<file path="config.mk">
export PLATFORM = sky130hd
export DESIGN_NAME = mealy_match_counter
export DESIGN_NICKNAME = d
export VERILOG_FILES = /design/src/rtl/match_cnt_pkg.sv /design/src/rtl/match_cnt_lane.sv /design/src/rtl/mealy_match_counter.sv
export SDC_FILE = /design/constraint.sdc
export NUM_CORES = 1
export LEC_CHECK = 0
export CORE_MARGIN = 2
export CORE_UTILIZATION = 46
export DETAILED_ROUTE_END_ITERATION = 8
export PLACE_DENSITY_LB_ADDON = 0.25
export SLEW_MARGIN = 20
export SYNTH_ARGS = -nofsm -noshare
export SYNTH_HDL_FRONTEND = slang
export SYNTH_SLANG_ARGS = --single-unit
</file>
<file path="constraint.sdc">
create_clock -name clock -period 2 [get_ports clock]
set_input_delay 0.4 -clock clock [delete_from_list [all_inputs] [get_ports clock]]
set_output_delay 0.4 -clock clock [all_outputs]
set_load 0.01 [all_outputs]
</file>
<file path="src/rtl/match_cnt_pkg.sv">
// -----------------------------------------------------------------------------
// match_cnt_pkg
// Shared types and constants for the match counter.
//   match_cnt_state_t : controller state (IDLE, RUN)
//   MATCH_010_BIT     : bit of the detector output that flags "010"
//   MATCH_101_BIT     : bit of the detector output that flags "101"
// -----------------------------------------------------------------------------
package match_cnt_pkg;

    typedef enum logic {
        IDLE = 1'b0,
        RUN  = 1'b1
    } match_cnt_state_t;

    localparam int MATCH_010_BIT = 1;
    localparam int MATCH_101_BIT = 0;

endpackage : match_cnt_pkg

</file>
<file path="src/rtl/match_cnt_lane.sv">
// -----------------------------------------------------------------------------
// match_cnt_lane
// One live match counter. The updated value (current count plus this cycle's
// increment) is exposed combinationally so the window-close snapshot can
// include the increment of the closing cycle.
//
// Overflow behaviour:
//   MATCH_CNT_SATURATE_EN defined   : count holds at 2^CNT_W-1
//   MATCH_CNT_SATURATE_EN undefined : count wraps modulo 2^CNT_W
//
// Ports:
//   clock   in   clock, rising edge
//   reset   in   asynchronous, active-high
//   inc     in   add one this cycle
//   clr     in   clear to zero on this edge (wins over inc)
//   cnt_upd out  count including this cycle's increment
// -----------------------------------------------------------------------------
module match_cnt_lane #(
    parameter int CNT_W = 8
) (
    input  logic             clock,
    input  logic             reset,
    input  logic             inc,
    input  logic             clr,
    output logic [CNT_W-1:0] cnt_upd
);

    localparam logic [CNT_W-1:0] CNT_ONE = 1;
`ifdef MATCH_CNT_SATURATE_EN
    localparam logic [CNT_W-1:0] CNT_MAX = '1;
`endif

    logic [CNT_W-1:0] r_cnt;
    logic [CNT_W-1:0] w_cnt_upd;

    always_comb begin
        w_cnt_upd = r_cnt;
        if (inc) begin
`ifdef MATCH_CNT_SATURATE_EN
            if (r_cnt != CNT_MAX) begin
                w_cnt_upd = r_cnt + CNT_ONE;
            end
`else
            w_cnt_upd = r_cnt + CNT_ONE;
`endif
        end
    end

    always_ff @(posedge clock or posedge reset) begin
        if (reset) begin
            r_cnt <= '0;
        end else if (clr) begin
            r_cnt <= '0;
        end else begin
            r_cnt <= w_cnt_upd;
        end
    end

    assign cnt_upd = w_cnt_upd;

endmodule : match_cnt_lane

</file>
<file path="src/rtl/mealy_match_counter.sv">
// -----------------------------------------------------------------------------
// mealy_match_counter
// Counts "010" and "101" detector matches over fixed windows of WINDOW clock
// cycles and offers each window's counts as one report on a valid/ready
// handshake. A window close while a report is stalled drops the new snapshot
// and sets a sticky overrun flag.
//
// Build option: MATCH_CNT_SATURATE_EN (saturating instead of wrapping counters).
//
// Parameters:
//   WINDOW  cycles per report window (>= 2)
//   CNT_W   width of each match counter
//
// Ports:
//   clock       in   clock, rising edge
//   reset       in   asynchronous, active-high
//   start       in   pulse; begin counting (ignored while running)
//   stop        in   pulse; close current window early and stop (ignored idle)
//   match[1:0]  in   detector output, bit1 = "010", bit0 = "101"
//   rpt_valid   out  report pending
//   rpt_ready   in   consumer accepts report
//   rpt_cnt010  out  "010" count of reported window
//   rpt_cnt101  out  "101" count of reported window
//   overrun     out  sticky, a report was lost
//   busy        out  high while counting
//
// state | meaning
// ------+---------------------------------------------
// IDLE  | reset state, match input ignored
// RUN   | counting matches, windows close periodically
// -----------------------------------------------------------------------------
module mealy_match_counter
    import match_cnt_pkg::*;
#(
    parameter int WINDOW = 16,
    parameter int CNT_W  = 8
) (
    input  logic             clock,
    input  logic             reset,
    input  logic             start,
    input  logic             stop,
    input  logic [1:0]       match,
    output logic             rpt_valid,
    input  logic             rpt_ready,
    output logic [CNT_W-1:0] rpt_cnt010,
    output logic [CNT_W-1:0] rpt_cnt101,
    output logic             overrun,
    output logic             busy
);

    localparam int              WIN_W    = (WINDOW > 2) ? $clog2(WINDOW) : 1;
    localparam logic [WIN_W-1:0] WIN_LAST = WIN_W'(WINDOW - 1);
    localparam logic [WIN_W-1:0] WIN_ONE  = WIN_W'(1);

    match_cnt_state_t r_state;
    match_cnt_state_t w_state_nxt;

    logic             w_run;
    logic             w_close;
    logic             w_xfer;
    logic             w_load;
    logic             w_lost;

    logic [WIN_W-1:0] r_win;
    logic [CNT_W-1:0] w_cnt010_upd;
    logic [CNT_W-1:0] w_cnt101_upd;

    logic             r_rpt_valid;
    logic [CNT_W-1:0] r_rpt_cnt010;
    logic [CNT_W-1:0] r_rpt_cnt101;
    logic             r_overrun;

    // ---------------------------------------------------------------- FSM
    always_ff @(posedge clock or posedge reset) begin
        if (reset) begin
            r_state <= IDLE;
        end else begin
            r_state <= w_state_nxt;
        end
    end

    always_comb begin
        w_state_nxt = r_state;
        w_run       = 1'b0;
        case (r_state)
            IDLE: begin
                if (start) begin
                    w_state_nxt = RUN;
                end
            end
            RUN: begin
                w_run = 1'b1;
                if (stop) begin
                    w_state_nxt = IDLE;
                end
            end
            default: begin
                w_state_nxt = IDLE;
            end
        endcase
    end

    // ---------------------------------------------------------- window timer
    // stop on the last cycle of a window is still a single close.
    assign w_close = w_run && ((r_win == WIN_LAST) || stop);

    always_ff @(posedge clock or posedge reset) begin
        if (reset) begin
            r_win <= '0;
        end else if (w_close) begin
            r_win <= '0;
        end else if (w_run) begin
            r_win <= r_win + WIN_ONE;
        end
    end

    // ------------------------------------------------------- live counters
    match_cnt_lane #(
        .CNT_W (CNT_W)
    ) u_lane_010 (
        .clock   (clock),
        .reset   (reset),
        .inc     (w_run && match[MATCH_010_BIT]),
        .clr     (w_close),
        .cnt_upd (w_cnt010_upd)
    );

    match_cnt_lane #(
        .CNT_W (CNT_W)
    ) u_lane_101 (
        .clock   (clock),
        .reset   (reset),
        .inc     (w_run && match[MATCH_101_BIT]),
        .clr     (w_close),
        .cnt_upd (w_cnt101_upd)
    );

    // ------------------------------------------------------ report register
    // A close may load when the slot is empty or is being emptied this edge;
    // otherwise the pending report wins and the new snapshot is dropped.
    assign w_xfer = r_rpt_valid && rpt_ready;
    assign w_load = w_close && (!r_rpt_valid || rpt_ready);
    assign w_lost = w_close && r_rpt_valid && !rpt_ready;

    always_ff @(posedge clock or posedge reset) begin
        if (reset) begin
            r_rpt_valid  <= 1'b0;
            r_rpt_cnt010 <= '0;
            r_rpt_cnt101 <= '0;
        end else if (w_load) begin
            r_rpt_valid  <= 1'b1;
            r_rpt_cnt010 <= w_cnt010_upd;
            r_rpt_cnt101 <= w_cnt101_upd;
        end else if (w_xfer) begin
            r_rpt_valid  <= 1'b0;
        end
    end

    always_ff @(posedge clock or posedge reset) begin
        if (reset) begin
            r_overrun <= 1'b0;
        end else if (w_lost) begin
            r_overrun <= 1'b1;
        end
    end

    assign rpt_valid  = r_rpt_valid;
    assign rpt_cnt010 = r_rpt_cnt010;
    assign rpt_cnt101 = r_rpt_cnt101;
    assign overrun    = r_overrun;
    assign busy       = (r_state == RUN);

endmodule : mealy_match_counter

</file>
==> impl_metrics.py, run 1 <==
metrics = {
    "worst_setup_path": {
        "setup.worst_path.start_class": "flop",
        "worst_setup_path_end_kind": "output pin",
        "path_max_fanout": 15,
        "path_delay_family": "buffers and inverters",
        "crit_end": "busy",
        "crit_path_start": "busy",
        "crit_path_cell_trace": "clkdlybuf4s50_1",
        "r2r_start": "r_win[0]",
        "crit-reg2reg-capture": "rpt_cnt101[6]",
        "worst_r2r_path_depth": 6,
        "critical_path.max_stage_delay_ns": 0.63,
        "path_class": "flop to output pin",
        "cp.required_ns": 1.60,
        "worst_path_max_delay_cell": "sky130_fd_sc_hd__clkdlybuf4s50_1",
        "critPathArrivalTime_ns": 1.54,
        "worst-r2r-setup-slack_ns": 0.33,
        "cp.buffers_inverters": 1,
        "crit_cells": 1,
    },
    "detailed_routing": {
        "pre_repair_dr_iteration_count": 4,
        "route.detailed.vias_per_inst": 5.77,
        "detail_route.wl_per_cell_um": 15.4,
        "totalWireLength_um": 3840,
        "drcViolationCount": 0,
        "route.antenna.remaining_nets": 0,
        "dr.first_iter.drc_count": 135,
        "num_vias": 1437,
    },
    "synthesis": {
        "number_of_flip_flops_and_latches_in_the_synthesized_netlist": 39,
        "ys_types": 33,
        "synth_top_flop_cell": "sky130_fd_sc_hd__dfrtp_1",
        "total_nets_after_synthesis": 179,
        "postSynth.asyncResetShare_pct": 100,
        "syn_avg_cell_area_um2": 10.4,
        "netlist.top_cell.by_area": "sky130_fd_sc_hd__dfrtp_1",
        "synthDominantCellAreaShare_pct": 55.4,
        "area_of_the_mapped_netlist_um2": 1760,
        "netlist_instances": 169,
        "synth_seq_area_share_pct": 55.4,
        "ys_top_cells_by_area": "sky130_fd_sc_hd__dfrtp_1 55%, sky130_fd_sc_hd__a31oi_1 8.2%, sky130_fd_sc_hd__o21ai_0 4.0%",
        "number_of_warning_messages_in_the_yosys_log": 0,
        "synth_edf_count": 0,
    },
    "timing": {
        "final_worst_path_period_share_pct": 97.2,
        "relative_slew_margins_pct": 65.0,
        "fin_setup_tns_ns": 0,
        "fin_crit_ns": 1.94,
        "achievable-frequency_ghz": 0.514,
        "finalSetupViolations": 0,
        "rsz0062_at_grt": "no",
        "final.setup_skew_ns": 0.00590,
        "hold_viol_final": 0,
        "timing_worst_slew_pin_value_ns": 0.525,
        "maxSlewViolCount": 0,
    },
    "cts": {
        "post-cts-setup-buffers": 0,
        "cts-root-to-sink-buffers": 2,
        "cts_tree": "done",
        "worst_skew_pair.late_latency_ns": 0.29,
        "hold_buffer_count_at_cts": 0,
        "post_cts_resize_count": 0,
        "clk_transition_reported_paths_ns": 0.07,
        "tritoncts_num_sinks": 39,
        "cts_made_buffers": 5,
        "clock_tree.root_cell": "sky130_fd_sc_hd__clkbuf_8",
        "htree_depth": 2,
    },
    "global_route": {
        "grt_start_max_net_pins": 40,
        "groute.usage.overall_pct": 20.6,
        "grt_pass1_wl_um": 6630,
        "initial_antenna_violation_count": 0,
        "via_count_of_the_first_global_routing_pass": 1509,
        "grt-ovfl-total": 0,
    },
    "floorplan": {
        "die_area_um2": 4340,
        "standard_cell_row_count": 22,
        "initial_util_pct": 48.1,
        "fp.coreArea_um2": 3660,
        "fp.dieW_um": 65.9,
        "die-height_um": 65.9,
        "pin_count": 26,
    },
    "power_and_ir_drop": {
        "ir_worst_vdd_mv": 0.501,
        "comb_power_share_pct": 29.8,
        "clock_power_share_pct": 21.5,
        "netSwitchingFraction_pct": 30.0,
        "p_int_mw": 1.55,
        "seq_power_share_pct": 48.6,
        "powerDensity_nw_per_um2": 1020,
        "power_switching_mw": 0.665,
        "leakagePower_nw": 0.951,
    },
    "finish": {
        "layout.cells.most_common_list": "39 x sky130_fd_sc_hd__dfrtp_1, 25 x sky130_fd_sc_hd__clkdlybuf4s50_1, 23 x sky130_fd_sc_hd__a31oi_1",
        "layout.nets": 212,
        "syn2layout_area_growth_pct": 23.9,
        "num-fill-cells": 327,
        "stdcell_area_um2": 2180,
        "most_common_library_cell_in_the_layout_ignoring_fill_and_taps": "sky130_fd_sc_hd__dfrtp_1",
        "antennaDiodeCount": 0,
        "post_route_cells_drive_above_1_share_pct": 11.4,
    },
    "outcome": {
        "run_status": "completed",
    },
    "placed_design": {
        "place_hpwl_um": 2710,
        "placement.io_buffers": 25,
        "gpl.final_weighted_congestion": 0.814,
        "detailed_place.area_um2": 2110,
    },
    "run": {
        "drv.max_cap_violation_count": 0,
    },
    "worst_hold_path": {
        "holdCritPathClass": "flop to flop",
    },
}
-- worst min-delay path by stage --
stage	from	to	slack, ns	depth (start not counted)
2_1_floorplan	r_win[0]	r_win[0]	0.47	1
5_1_grt	overrun	overrun	0.52	1
3_3_place_gp	overrun	overrun	0.46	1
4_1_cts	overrun	overrun	0.49	1
3_5_place_dp	overrun	overrun	0.47	1
6_report	overrun	overrun	0.48	1
-- per-layer routing --
layer / vias to the layer above / track usage, % / share of wire [%]
li1: 687 / - / -
met1: 700 / 23.3 / 41
met2: 43 / 35.7 / 52
met3: 7 / 5.45 / 4.9
met4: 0 / 9.90 / 1.8
met5: - / 0 / 0
-- synth_stat cells, types with 2 or more instances --
cell type                   n
sky130_fd_sc_hd__dfrtp_1   39
sky130_fd_sc_hd__a31oi_1   23
sky130_fd_sc_hd__o21ai_0   14
sky130_fd_sc_hd__a21oi_1   13
sky130_fd_sc_hd__nand2_1   10
sky130_fd_sc_hd__or3_1      8
sky130_fd_sc_hd__inv_1      7
sky130_fd_sc_hd__buf_2      6
sky130_fd_sc_hd__nand3_1    4
sky130_fd_sc_hd__nor2_1     4
sky130_fd_sc_hd__clkbuf_1   3
sky130_fd_sc_hd__ha_1       3
sky130_fd_sc_hd__mux2_2     3
sky130_fd_sc_hd__mux2i_1    3
sky130_fd_sc_hd__nand4_1    3
sky130_fd_sc_hd__a21o_1     2
sky130_fd_sc_hd__and2_1     2
sky130_fd_sc_hd__and3_1     2
sky130_fd_sc_hd__nand2b_1   2
sky130_fd_sc_hd__nor3_1     2
sky130_fd_sc_hd__o31ai_1    2
sky130_fd_sc_hd__xnor2_1    2
sky130_fd_sc_hd__xor2_1     2
-- power by group through the flow --
| stage | Clock [mW] | Combinational, mW | Sequential [mW] |
|---|---|---|---|
| after floorplan | 0 | 0.272 | 1.12 |
| after global placement | 0 | 0.649 | 1.08 |
| after detailed placement | 0 | 0.667 | 1.09 |
| after CTS | 0.500 | 0.670 | 1.08 |
| after global routing | 0.533 | 0.729 | 1.10 |
| final | 0.478 | 0.662 | 1.08 |
-- logic make-up after synthesis --
| kind of cell | synth area share (%) |
|---|---|
| simple gates | 13.4 |
| buf+inv | 4.05 |
| fa+ha+maj | 2.13 |
| mux | 3.62 |
| compound gates | 19.3 |
| xor+xnor | 1.99 |
| flops | 55.4 |
-- flip-flops by register name (all words and copies together) (netlist names) --
name	count
u_lane_101.r_cnt	8
busy	1
u_lane_010.r_cnt	8
overrun	1
r_win	4
rpt_cnt101	8
rpt_valid	1
rpt_cnt010	8
-- final cells by class --
cell class | instances | area [um^2] | share of cell area (%)
multi-input combinational | 113 | 713 | 32.7
clock buffer | 6 | 72.6 | 3.33
sequential | 39 | 976 | 44.8
tap | 48 | 60.1 | 2.75
inverter | 7 | 26.3 | 1.20
timing repair buffer | 36 | 333 | 15.3
-- stage by stage --
step	util, %	power, mW	hold WS (ns)	std cells	setup WS [ns]
CTS	59.6	2.25	0.486	249	0.0301
global route	59.6	2.36	0.515	249	0.00203
finish	59.6	2.22	0.478	249	0.0559
floorplan	-	1.39	0.470	169	0.456
detailed placement	57.6	1.76	0.467	243	0.0351
global placement	57.6	1.73	0.464	243	0.0809
-- worst reg2reg max path, cell delays in order, from the launching register on --
cell and delay, ns:
sky130_fd_sc_hd__dfrtp_1 0.41, sky130_fd_sc_hd__ha_1 0.25, sky130_fd_sc_hd__a31o_2 0.27, sky130_fd_sc_hd__and3_1 0.18, sky130_fd_sc_hd__buf_4 0.17, sky130_fd_sc_hd__buf_4 0.16
sky130_fd_sc_hd__a31oi_1 0.15
Note: power is estimated with default switching activity, not from simulation.
==> run 2: changes to the inputs <==
--- a/config.mk
+++ b/config.mk
@@ -9,7 +9,7 @@
 export CORE_UTILIZATION = 46
 export DETAILED_ROUTE_END_ITERATION = 8
 export PLACE_DENSITY_LB_ADDON = 0.25
-export SLEW_MARGIN = 20
+export SLEW_MARGIN = 10
 export SYNTH_ARGS = -nofsm -noshare
 export SYNTH_HDL_FRONTEND = slang
 export SYNTH_SLANG_ARGS = --single-unit
==> results of run 2 <==
The final DEF is identical to that of run 1; final timing and power are the same.
==> run 3: changes to the inputs <==
--- a/config.mk
+++ b/config.mk
@@ -9,7 +9,7 @@
 export CORE_UTILIZATION = 46
 export DETAILED_ROUTE_END_ITERATION = 8
 export PLACE_DENSITY_LB_ADDON = 0.25
-export SLEW_MARGIN = 10
+export SLEW_MARGIN = 20
 export SYNTH_ARGS = -nofsm -noshare
 export SYNTH_HDL_FRONTEND = slang
 export SYNTH_SLANG_ARGS = --single-unit
==> results of run 3 <==
The final DEF is identical to that of run 1; final timing and power are the same.
